$ cat config.mk
export PLATFORM = sky130hd
export DESIGN_NAME = branch_hazard_stall_unit
export DESIGN_NICKNAME = d
export VERILOG_FILES = /design/src/rtl/branch_hazard_stall_unit.sv
export SDC_FILE = /design/constraint.sdc
export NUM_CORES = 1
export LEC_CHECK = 0
export ABC_CLOCK_PERIOD_IN_PS = 3300
export BUFFER_PORTS_ARGS = -buffer_cell sky130_fd_sc_hd__clkbuf_2
export CAP_MARGIN = 20
export CORE_AREA = 10 10 47 49
export CTS_CLUSTER_SIZE = 10
export DETAILED_ROUTE_END_ITERATION = 6
export DIE_AREA = 0 0 57 59
export PLACE_DENSITY = 0.72
export SYNTH_ARGS = -nofsm -noshare
export SYNTH_HDL_FRONTEND = slang
export SYNTH_SLANG_ARGS = --single-unit
$ cat constraint.sdc
create_clock -name CLK -period 3.3 [get_ports CLK]
set_input_delay 0.165 -clock CLK [delete_from_list [all_inputs] [get_ports CLK]]
set_output_delay 0.165 -clock CLK [all_outputs]
set_load 0.01 [all_outputs]
$ cat src/rtl/branch_hazard_stall_unit.sv
// ID-stage stall/flush controller: stalls assert combinationally on detection and release N cycles later; no backpressure input.
// Define STALL_STATS_EN to add the StallCount/FlushCount statistics counters.
module branch_hazard_stall_unit #(
    parameter int unsigned LOAD_BRANCH_STALLS = 2,
    parameter int unsigned ALU_BRANCH_STALLS  = 1
`ifdef STALL_STATS_EN
    ,
    parameter int unsigned STAT_W             = 32
`endif
) (
    input  logic              CLK,
    input  logic              RESET,
    input  logic [1:0]        Branch,
    input  logic              BranchTaken,
    input  logic [4:0]        IF_ID_RegisterRs,
    input  logic [4:0]        IF_ID_RegisterRt,
    input  logic              ID_EX_RegWrite,
    input  logic              ID_EX_MemRead,
    input  logic [4:0]        ID_EX_RegisterRd,
    input  logic              EX_MEM_MemRead,
    input  logic [4:0]        EX_MEM_RegisterRd,
    output logic              PCWrite,
    output logic              IF_ID_Write,
    output logic              ID_EX_Bubble,
    output logic              IF_ID_Flush,
`ifdef STALL_STATS_EN
    output logic [STAT_W-1:0] StallCount,
    output logic [STAT_W-1:0] FlushCount,
`endif
    output logic              StallActive
);

    typedef enum logic {IDLE, STALL} state_t;

    localparam logic [1:0] LB_N = 2'(LOAD_BRANCH_STALLS);
    localparam logic [1:0] AB_N = 2'(ALU_BRANCH_STALLS);

    state_t     state_q, state_d;
    logic [1:0] cnt_q, cnt_d;
    logic [1:0] need;
    logic       is_br, match_ex, match_mem;
    logic       stall_raw, flush_raw, stall_eff, flush_eff;

    assign is_br     = (Branch != 2'b00);
    assign match_ex  = (ID_EX_RegisterRd != 5'd0) &&
                       (ID_EX_RegisterRd == IF_ID_RegisterRs || ID_EX_RegisterRd == IF_ID_RegisterRt);
    assign match_mem = (EX_MEM_RegisterRd != 5'd0) &&
                       (EX_MEM_RegisterRd == IF_ID_RegisterRs || EX_MEM_RegisterRd == IF_ID_RegisterRt);

    // Priority order matters: a load in EX must win over its own RegWrite.
    always_comb begin
        need = 2'd0;
        if (is_br && ID_EX_MemRead && match_ex)
            need = LB_N;
        else if (is_br && ID_EX_RegWrite && match_ex)
            need = AB_N;
        else if (is_br && EX_MEM_MemRead && match_mem)
            need = 2'd1;
        else if (!is_br && ID_EX_MemRead && match_ex)
            need = 2'd1;
    end

    always_comb begin
        state_d   = state_q;
        cnt_d     = cnt_q;
        stall_raw = 1'b0;
        flush_raw = 1'b0;
        case (state_q)
            IDLE: begin
                if (need != 2'd0) begin
                    stall_raw = 1'b1;
                    cnt_d     = need - 2'd1;
                    state_d   = (need > 2'd1) ? STALL : IDLE;
                end else begin
                    flush_raw = is_br && BranchTaken;
                end
            end
            STALL: begin
                stall_raw = 1'b1;
                cnt_d     = cnt_q - 2'd1;
                if (cnt_q == 2'd1)
                    state_d = IDLE;
            end
            default: state_d = IDLE;
        endcase
    end

    assign stall_eff    = stall_raw && !RESET;
    assign flush_eff    = flush_raw && !RESET;
    assign PCWrite      = !stall_eff;
    assign IF_ID_Write  = !stall_eff;
    assign ID_EX_Bubble = stall_eff;
    assign StallActive  = stall_eff;
    assign IF_ID_Flush  = flush_eff;

    always_ff @(posedge CLK) begin
        if (RESET) begin
            state_q <= IDLE;
            cnt_q   <= 2'd0;
        end else begin
            state_q <= state_d;
            cnt_q   <= cnt_d;
        end
    end

`ifdef STALL_STATS_EN
    logic [STAT_W-1:0] stall_cnt_q, flush_cnt_q;

    always_ff @(posedge CLK) begin
        if (RESET) begin
            stall_cnt_q <= '0;
            flush_cnt_q <= '0;
        end else begin
            if (stall_eff)
                stall_cnt_q <= stall_cnt_q + 1'b1;
            if (flush_eff)
                flush_cnt_q <= flush_cnt_q + 1'b1;
        end
    end

    assign StallCount = stall_cnt_q;
    assign FlushCount = flush_cnt_q;
`endif

endmodule

==> summary.txt, run 1 <==
Setup path
  – Worst setup SP type: input pin
  – Worst setup EP type: output port
  – Max stage delay on crit path: 0.53 ns
  – FF-to-FF End: cnt_q[0]
  – Cell family with most CP delay: simple AND/OR/NAND/NOR gates
  – Crit path DAT: 1.50 ns
  – Worst r2r path cells: 2
  – R2R Setup Slk: 2.20 ns
  – Critical path depth in cells: 7
  – Crit path to: IF_ID_Flush
  – Critical-path cell list: clkbuf_2 -> or4_4 -> nor2_2 -> nor2_1 -> o2bb2ai_2 -> nor3_1 -> clkbuf_2
  – WS Path Type: input pin to output port
  – Reg-to-reg startpoint: state_q
  – Worst Setup SP: ID_EX_RegisterRd[3]
  – Worst path slowest cell: or4_4
  – Critical path buffer and inverter count: 2
  – CP dominant cell by count: clkbuf_2
  – CP Max Fanout: 5
  – Worst path required time: 3.13 ns

Timing
  – Final period utilization: 0.5034
  – Max-slew headroom: 0.7373
  – Final setup vio count: 0
  – Final min period: 1.661 ns
  – Pins Over Slew Limit: 0
  – RSZ-0062 raised after global routing: no
  – Fin. Hold Viols: 0
  – Clock Skews: 0.0003858 ns
  – Worst-Margin Slew: 0.3928 ns
  – Setup TNS: 0 ns
  – Fmax: 601.9 MHz

Placed design
  – PortBufs: 32
  – Routability cong.: 0.8656
  – Dpl hpwl: 1.289 mm

Floorplanning
  – Initial Util: 0.3518
  – Core box area: 0.001401 mm^2
  – Top-Level Pins: 33
  – Die area: 0.003363 mm^2
  – Die width: 57 um
  – Row count: 14
  – Die height: 59 um

Run
  – Max-cap violations: 0

Synthesis
  – Ys flop type: dfxtp_1
  – Gate Count Post-Synth: 58
  – Seq cells post-synth: 3
  – Dominant cells by area after synthesis: xor2_1, xnor2_1, dfxtp_1
  – Yosys top cell area share: 0.2132
  – Post-synth top area cell: xor2_1
  – Seq/Total Area, Yosys: 0.1218
  – Yosys synthesis warning count: 0
  – Syn Area/Cell: 8.500 um^2
  – EDFF count, synth: 0
  – Synth Net Count: 87
  – Mapped Area: 493.0 um^2
  – Library cells used by synthesis: 26
  – Fraction of registers with async set/reset: 0

Pwr
  – Pwr Density: 254.5 mW/mm^2
  – VDD IR-drop max: 0.0001755 V
  – Leak pwr: 0.0003216 uW
  – Total power: 174.2 uW

Status
  – Status: finished clean

Clock tree
  – Post-cts resize count: 0
  – H-tree Lvls: 1
  – Clock sink count: 3
  – Max clock buf depth: 2
  – Worst skew pair latency: 0.23 ns
  – CTS tree: done
  – Hold buffer count at CTS: 0
  – CTS root buf: clkbuf_4
  – # Post-CTS Setup Buffers: 0
  – Reg clk slew, reported paths: 0.03 ns
  – CTS Buf Count: 3

GRT
  – Largest net degree at the start of global routing: 10
  – Gr usage total: 0.08424
  – Total grt overflow: 0
  – Initial antenna violation count: 0
  – Number of global-route vias before repair: 608
  – First-pass GRT wire length: 2.428 mm

Layout
  – Area grow syn2layout: 38.83%
  – Layout cells sized above 1: 0.4674
  – Reg area: 60.06 um^2
  – Nets: 122
  – Multi-input logic area: 414.1 um^2
  – Layout fillers: 156
  – Diode count: 0

Detailed routing
  – Post-DR wirelength/cell: 13.53 um
  – DR iter-0 viols: 4
  – Antenna viol nets, final: 0
  – DRC viols: 0
  – WL final: 1.461 mm
  – Pre-antenna DRT Iters: 4
  – DR vias: 554
  – Vias/cell: 5.130

Hold path
  – Worst min-delay path class: input pin to register
  – Hold_sp: RESET
routing by layer:
metal  vias to the layer above  GRT usage  share of wire
met2                        25     0.1349           0.45
li1                        273          -              -
met4                         0    0.04362         0.0055
met5                         -          0              0
met1                       254    0.08905           0.39
met3                         2    0.04292           0.15
worst min path at each step:
stage,endpoint,cells past startpoint
after floorplan,state_q,1
after global placement,state_q,2
after detailed placement,state_q,2
after CTS,state_q,2
after global routing,state_q,2
final,state_q,2
layout by cell type, fill, tap and decap left out, types with 2 or more instances in the layout:
cell type and instances:
nand3b_1 3, xor2_1 12, a21oi_1 2, nand3_1 2, nor2_1 4, nand2_1 2, clkbuf_2 32, clkbuf_4 3
or3b_2 2, dfxtp_1 3, nor3_1 3, xnor2_1 8
synth_stat cells (2+ instances only):
cell type,n
a21oi_1,2
buf_4,2
dfxtp_1,3
nand2_1,2
nand3_1,2
nand3b_1,3
nor2_1,4
nor3_1,3
or3b_2,2
xnor2_1,8
xor2_1,12
cell type report:
class	count	share of cell area
Inverter	1	0.005484
Tap cell	16	0.02925
Clock buffer	4	0.03839
Timing Repair Buffer	32	0.2340
Sequential cell	3	0.08775
Multi-Input combinational cell	52	0.6051
worst register-to-register path: stages, from the launching register on:
cell      delay [ns]
dfxtp_1         0.37
or3b_2          0.48
o221ai_1        0.16
cell families after synthesis:
group,synth area share
xor gates and xnor gates,0.3553
DFF,0.1218
and+or+nand+nor,0.2538
buffers and inverters,0.03805
AOI/OAI and AO/OA,0.2056
adders and majority gates,0.02538
per-stage QoR:
step                      utilization  setup slack, ns  hold WS [ns]  instance area, um^2  instances
final                          0.4884            1.639        0.2168                684.4        108
after detailed placement       0.4696            1.631        0.4574                658.1        104
after global placement         0.4696            1.639        0.4505                658.1        104
after CTS                      0.4884            1.627        0.2129                684.4        108
after global routing           0.4884            1.502        0.2465                684.4        108
after floorplan                     -            1.731        0.2341                493.0         58
sequential cells by signal, indices dropped and copies added, names as in the netlist:
register  count
cnt_q         2
state_q       1
report_power, final:
| part | internal (uW) | switching [uW] |
|---|---|---|
| clock network | 45.1 | 16.5 |
| logic | 36.3 | 36.7 |
| registers | 38.1 | 1.38 |
Note: power is estimated with default switching activity, not from simulation.
==> run 2, diff against run 1 <==
ABC_CLOCK_PERIOD_IN_PS = 1430   (was 3300)
CORE_AREA = unset   (was 10 10 47 49)
CORE_MARGIN = 10   (was unset)
CORE_UTILIZATION = 36   (was unset)
DIE_AREA = unset   (was 0 0 57 59)
PLACE_DENSITY = 0.73   (was 0.72)
clock period = 1.43 ns   (was 3.3 ns; I/O delays follow)
==> run 2 against run 1 <==
  * Critical endpoint is now ID_EX_Bubble
  * Clock skew up 0.00080 ns
  * Combinational power rose to 3.1 times the previous value
  * Highest routed layer is now met3
  * Clock power up 130%
  * The flow now finishes with violations (setup timing)
  * Register-to-register slack worse by 2.0 ns
  * Sequential power up 130%
==> summary.txt, run 2 (same netlist as run 1, synthesis figures left out) <==
Timing
  – Pins Over Slew Limit: 0 (unchanged)
  – Fmax: 681.4 MHz
  – Fin. Hold Viols: 0 (unchanged)
  – Final period utilization: 1.026
  – Worst hold slack: 0.1465 ns (was 0.2168 ns)
  – Fin worst setup slack: -0.03763 ns (was 1.639 ns)
  – Clock Skews: 0.001190 ns (was 0.0003858 ns)
  – Final min period: 1.468 ns
  – Worst-Margin Slew: 0.4309 ns (was 0.3928 ns)
  – Final setup vio count: 2 (was 0)
  – RSZ-0062 raised after global routing: yes (was no)
  – Max-slew headroom: 0.7123 (was 0.7373)

Detailed routing
  – Vias/cell: 4.940 (was 5.130)
  – Post-DR wirelength/cell: 15.18 um (was 13.53 um)
  – WL final: 1.761 mm (was 1.461 mm)
  – Antenna viol nets, final: 0 (unchanged)
  – Pre-antenna DRT Iters: 2 (was 4)
  – DRC viols: 0 (unchanged)
  – DR iter-0 viols: 1 (was 4)
  – DR vias: 573 (was 554)

Layout
  – Diode count: 0 (unchanged)
  – Most frequent cells in the layout: clkbuf_2, xor2_1, buf_4, xnor2_1, buf_6 (was clkbuf_2, xor2_1, xnor2_1, nor2_1)
  – Nets: 131 (was 122)
  – Commonest non-fill, non-tap cell in the layout: clkbuf_2 (unchanged)
  – Area grow syn2layout: 75.63% (was 38.83%)
  – Layout cells sized above 1: 0.5743 (was 0.4674)
  – Largest Register: cnt_q (unchanged)
  – Largest registers: cnt_q (2), state_q (1) (unchanged)
  – Max FFs per register: 2 (unchanged)
  – Final instance area: 865.8 um^2 (was 684.4 um^2)

Clock tree
  – Hold buffer count at CTS: 0 (unchanged)
  – CTS Buf Count: 3 (unchanged)
  – CTS root buf: clkbuf_4 (unchanged)
  – Max clock buf depth: 2 (unchanged)
  – CTS tree: done (unchanged)
  – Reg clk slew, reported paths: 0.04 ns (was 0.03 ns)
  – Worst skew pair latency: 0.23 ns (about the same)
  – H-tree Lvls: 1 (unchanged)
  – Clock sink count: 3 (unchanged)

Setup path
  – Worst path required time: 1.36 ns (was 3.13 ns)
  – Critical path depth in cells: 7 (unchanged)
  – Critical path buffer and inverter count: 2 (unchanged)
  – CP dominant cell by count: nor2_4 (was clkbuf_2)
  – Max stage delay on crit path: 0.54 ns (was 0.53 ns)
  – Crit path DAT: 1.40 ns (was 1.50 ns)
  – Critical-path cell list: buf_8 -> or4_4 -> nor2_4 -> nor2_4 -> o2bb2ai_4 -> o21ba_4 -> buf_6 (was clkbuf_2 -> or4_4 -> nor2_2 -> nor2_1 -> o2bb2ai_2 -> nor3_1 -> clkbuf_2)
  – R2R Setup Slk: 0.18 ns (was 2.20 ns)
  – Reg-to-reg startpoint: state_q (unchanged)
  – FF-to-FF End: cnt_q[0] (unchanged)
  – CP Max Fanout: 4 (was 5)
  – Worst path slowest cell: or4_4 (unchanged)
  – WS Path Type: input pin to output port (unchanged)
  – Worst setup EP type: output port (unchanged)
  – Worst setup SP type: input pin (unchanged)
  – Cell family with most CP delay: simple AND/OR/NAND/NOR gates (unchanged)
  – Worst r2r path cells: 2 (unchanged)

Pwr
  – Pwr Density: 533.6 mW/mm^2 (was 254.5 mW/mm^2)
  – Leak pwr: 0.0003833 uW (was 0.0003216 uW)
  – VDD IR-drop max: 0.0003965 V (was 0.0001755 V)

Hold path
  – Hold Path Sink: state_q (unchanged)
  – WHS Path Cells: 2 (unchanged)
  – Hold_sp: RESET (unchanged)
  – Worst min-delay path class: input pin to register (unchanged)

Floorplanning
  – Core box area: 0.001301 mm^2 (was 0.001401 mm^2)
  – Die width: 57.01 um (was 57 um)
  – Die height: 57.01 um (was 59 um)
  – Initial Util: 0.3788 (was 0.3518)
  – Die area: 0.003250 mm^2 (was 0.003363 mm^2)
  – Top-Level Pins: 33 (unchanged)
  – Row count: 13 (was 14)

GRT
  – Gr usage total: 0.09047 (was 0.08424)
  – Initial antenna violation count: 0 (unchanged)
  – Number of global-route vias before repair: 588 (was 608)
  – Total grt overflow: 0 (unchanged)
  – Largest net degree at the start of global routing: 10 (unchanged)
  – First-pass GRT wire length: 2.477 mm (was 2.428 mm)

Placed design
  – PortBufs: 32 (unchanged)
  – Placed cell area: 686.9 um^2 (was 658.1 um^2)
  – Routability cong.: 0.8285 (was 0.8656)
  – Dpl hpwl: 1.417 mm (was 1.289 mm)

Run
  – Max-cap violations: 0 (unchanged)

Status
  – Status: complete, but fails checks (was finished clean)
  – Violations in the final reports: setup timing
==> run 2: cell count changes in the layout (fill, tap and decap cells not counted), moves of 2 or more <==
cell / change
buf_6: +5
nor2_4: +2
clkbuf_2: -7
buf_4: +9
==> run 2: repair_timing <==
item / 4_1_cts / 5_1_grt
pin swaps: 2 / 6
buffers inserted: 2 / 3
resized for setup: 3 / 24
hold endpoints to repair: 0 / 0
gates cloned: 0 / 0
endpoints found under the setup margin: 5 / 5
==> run 2: cell type report <==
class	count	area, um^2
Tap cell	15	18.77
Inverter	1	3.754
Clock buffer	4	26.28
Timing Repair Buffer	41	269.0
Fill cell	102	435.4
Sequential cell	3	60.06
Multi-Input combinational cell	52	488.0
==> run 2: how the worst max path moves through the flow <==
| stage | end | start | slack [ns] |
|---|---|---|---|
| after floorplan | PCWrite | ID_EX_RegisterRd[3] | 0.05 |
| after CTS | PCWrite | ID_EX_RegisterRd[3] | -0.04 |
| after detailed placement | ID_EX_Bubble | ID_EX_RegisterRd[4] | -0.06 |
| final | ID_EX_Bubble | ID_EX_RegisterRd[1] | -0.04 |
| after global placement | IF_ID_Flush | ID_EX_RegisterRd[3] | 0.006 |
| after global routing | ID_EX_Bubble | IF_ID_RegisterRs[4] | -0.10 |
==> run 2: power breakdown <==
group	leakage [uW]	total, uW	internal, uW	switching (uW)
clock	0.0000150	143	104	38.8
sequential	0.0000243	92.4	87.9	4.44
combinational	0.000344	227	123	104
total	0.000383	462	315	147
==> run 2: metrics by stage <==
step                      setup TNS [ns]  cells    util  power (uW)  setup WS (ns)
after floorplan                        0     58       -       184.0        0.04825
after CTS                       -0.07073    113  0.5712       427.2       -0.03537
after detailed placement         -0.2445    107  0.5279       270.3       -0.05718
after global routing             -0.4420    116  0.6654       490.5        -0.1004
after global placement                 0    107  0.5279       263.8       0.005538
final                           -0.07524    116  0.6654       462.0       -0.03763
==> run 2: per-layer routing <==
layer  routed length, um  global-route usage  vias up
met1                 675             0.08425      268
met5                   0                   0        -
met3                  42             0.01327        0
li1                    -                   -      297
met2                1042              0.1891        8
met4                   0             0.03020        0
==> run 3, diff against run 2 <==
==> constraint.sdc (replaced) <==
create_clock -name CLK -period 1.43 [get_ports CLK]
set_input_delay 0.2145 -clock CLK [delete_from_list [all_inputs] [get_ports CLK]]
set_output_delay 0.2145 -clock CLK [all_outputs]
set_load 0.01 [all_outputs]
==> run 3 against run 2 <==
  * The run still ends with setup timing left
  * Clock skew hardly changed
  * Wire length down 9.0%
  * Die area stayed put
  * Count of clock-buffer cells in the layout unchanged
  * Sequential share of layout area is 0.21 points higher
  * First-iteration DRC count up 100%
  * Register-to-register slack improved by 0.13 ns
  * Critical endpoint unchanged
  * Flip-flop and latch count is the same
  * Sequential power fell by 1%
  * Combinational power fell by 4%
  * Non-clock buffer count is 4 higher
==> summary.txt, run 3 (same netlist as run 1, synthesis figures left out) <==
Floorplanning
  – Core box area: 0.001301 mm^2 (unchanged)
  – Die area: 0.003250 mm^2 (unchanged)
  – Initial Util: 0.3788 (unchanged)
  – Top-Level Pins: 33 (unchanged)
  – Die width: 57.01 um (unchanged)
  – Row count: 13 (unchanged)
  – Die height: 57.01 um (unchanged)

Run
  – Max-cap violations: 0 (unchanged)

Setup path
  – Reg-to-reg startpoint: state_q (unchanged)
  – WS Path Type: input pin to output port (unchanged)
  – CP Max Fanout: 4 (unchanged)
  – Worst r2r path cells: 2 (unchanged)
  – Worst setup EP type: output port (unchanged)
  – Worst path required time: 1.22 ns (was 1.36 ns)
  – R2R Setup Slk: 0.31 ns (was 0.18 ns)
  – Worst setup SP type: input pin (unchanged)
  – Crit path DAT: 1.51 ns (was 1.40 ns)
  – Worst Setup SP: ID_EX_RegisterRd[4] (was ID_EX_RegisterRd[1])
  – Crit path to: ID_EX_Bubble (unchanged)
  – FF-to-FF End: cnt_q[0] (unchanged)

Pwr
  – Leak pwr: 0.0003851 uW (was 0.0003833 uW)
  – Comb power frac: 0.482 (was 0.491)
  – Seq pwr share: 0.203 (was 0.200)
  – Switching power total: 139.1 uW (was 146.9 uW)
  – Total power: 450.5 uW (was 462.0 uW)
  – Switching fraction of total power: 0.3088 (was 0.3179)
  – Clock power frac: 0.315 (was 0.309)
  – Pwr Density: 535.7 mW/mm^2 (was 533.6 mW/mm^2)
  – Int Pwr: 311.4 uW (was 315.1 uW)
  – VDD IR-drop max: 0.0004275 V (was 0.0003965 V)

Clock tree
  – H-tree Lvls: 1 (unchanged)
  – Reg clk slew, reported paths: 0.03 ns (was 0.04 ns)
  – Clock sink count: 3 (unchanged)
  – CTS root buf: clkbuf_4 (unchanged)
  – CTS Buf Count: 3 (unchanged)
  – Worst skew pair latency: 0.23 ns (about the same)
  – CTS tree: done (unchanged)
  – Max clock buf depth: 2 (unchanged)

Timing
  – Fmax: 579.9 MHz (was 681.4 MHz)
  – RSZ-0062 raised after global routing: yes (unchanged)
  – Fin worst setup slack: -0.2945 ns (was -0.03763 ns)
  – Clock Skews: 0.0008815 ns (was 0.001190 ns)
  – Final min period: 1.725 ns (was 1.468 ns)
  – Final setup vio count: 6 (was 2)
  – Max-slew headroom: 0.7905 (was 0.7123)
  – Fin. Hold Viols: 0 (unchanged)
  – Pins Over Slew Limit: 0 (unchanged)
  – Worst-Margin Slew: 0.3138 ns (was 0.4309 ns)
  – Final period utilization: 1.206 (was 1.026)

Layout
  – Commonest non-fill, non-tap cell in the layout: clkbuf_2 (unchanged)
  – Layout cells sized above 1: 0.5905 (was 0.5743)
  – Post-Route Utilization: 0.6462 (was 0.6654)
  – Nets: 135 (was 131)
  – Diode count: 0 (unchanged)
  – Largest registers: cnt_q (2), state_q (1) (unchanged)
  – Area grow syn2layout: 70.56% (was 75.63%)
  – Most frequent cells in the layout: clkbuf_2, buf_4, xor2_1, xnor2_1 (was clkbuf_2, xor2_1, buf_4, xnor2_1, buf_6)
  – Max FFs per register: 2 (unchanged)
  – Largest Register: cnt_q (unchanged)
  – Final instance area: 840.8 um^2 (was 865.8 um^2)

Detailed routing
  – Post-DR wirelength/cell: 13.36 um (was 15.18 um)
  – Pre-antenna DRT Iters: 4 (was 2)
  – Vias/cell: 4.692 (was 4.940)
  – Antenna viol nets, final: 0 (unchanged)
  – WL final: 1.603 mm (was 1.761 mm)
  – DR iter-0 viols: 2 (was 1)
  – DRC viols: 0 (unchanged)
  – DR vias: 563 (was 573)

GRT
  – Gr usage total: 0.1011 (was 0.09047)
  – Number of global-route vias before repair: 652 (was 588)
  – Largest net degree at the start of global routing: 10 (unchanged)
  – Met1 usage: 0.1005 (was 0.08425)
  – Total grt overflow: 0 (unchanged)
  – Initial antenna violation count: 0 (unchanged)
  – GR peak layer: met2 (unchanged)
  – Met3 usage: 0.01106 (was 0.01327)
  – Met2 GRT Util: 0.2031 (was 0.1891)
  – First-pass GRT wire length: 2.746 mm (was 2.477 mm)

Placed design
  – PortBufs: 32 (unchanged)
  – Placed cell area: 757.0 um^2 (was 686.9 um^2)
  – Dpl hpwl: 1.453 mm (was 1.417 mm)
  – Routability cong.: 0.8461 (was 0.8285)

Status
  – Status: complete, but fails checks (unchanged)
  – Violations in the final reports: setup timing (unchanged)

Hold path
  – Worst min-delay path class: input pin to register (unchanged)
## run 3: power by group through the flow
stage	logic (uW)	registers (uW)	clock network (uW)
after detailed placement	197	92.7	0
final	217	91.4	142
after CTS	211	91.5	151
after floorplan	96.8	91.9	0
after global routing	238	91.8	152
after global placement	192	92.5	0
## run 3: stage by stage
stage	hold WS, ns	setup TNS [ns]	cells	setup WS [ns]
after floorplan	0.2836	-0.4617	58	-0.1501
after global placement	0.4707	-1.544	115	-0.2742
after detailed placement	0.4797	-1.788	115	-0.3174
after CTS	0.2681	-1.376	120	-0.2851
after global routing	0.3028	-1.779	120	-0.3319
final	0.2831	-1.402	120	-0.2945
## run 3: worst min-delay path by stage
| stage | depth (start not counted) | endpoint | slack [ns] | start |
|---|---|---|---|---|
| finish | 2 | state_q | 0.28 | RESET |
| global route | 2 | state_q | 0.30 | RESET |
| CTS | 2 | state_q | 0.27 | RESET |
| detailed placement | 2 | cnt_q[1] | 0.48 | cnt_q[1] |
| global placement | 2 | cnt_q[1] | 0.47 | cnt_q[1] |
| floorplan | 1 | state_q | 0.28 | RESET |
## run 3: worst max-delay path, stage by stage
cell	delay, ns
clkbuf_2	0.10
or4_4	0.55
nor2_4	0.13
nor2_2	0.05
o2bb2ai_4	0.13
o21ba_4	0.20
clkbuf_2	0.13
## run 3: timing repair
action,CTS,global route
hold buffers,0,0
setup buffers,1,0
pin swaps,3,3
resized for setup,5,5
endpoints found under the setup margin,5,7
## run 3: final cells by class
class | count | area (um^2)
fill | 120 | 460.4
clock buffer | 4 | 26.28
multi-input combinational | 52 | 465.4
inverter | 1 | 3.754
tap | 15 | 18.77
sequential | 3 | 60.06
timing repair buffer | 45 | 266.5
## run 3: metal layers
layer,wire length [um],up-vias,share of wire
met2,945,8,0.59
met3,30,0,0.019
met1,627,256,0.39
met5,0,-,0
li1,-,299,-
met4,0,0,0
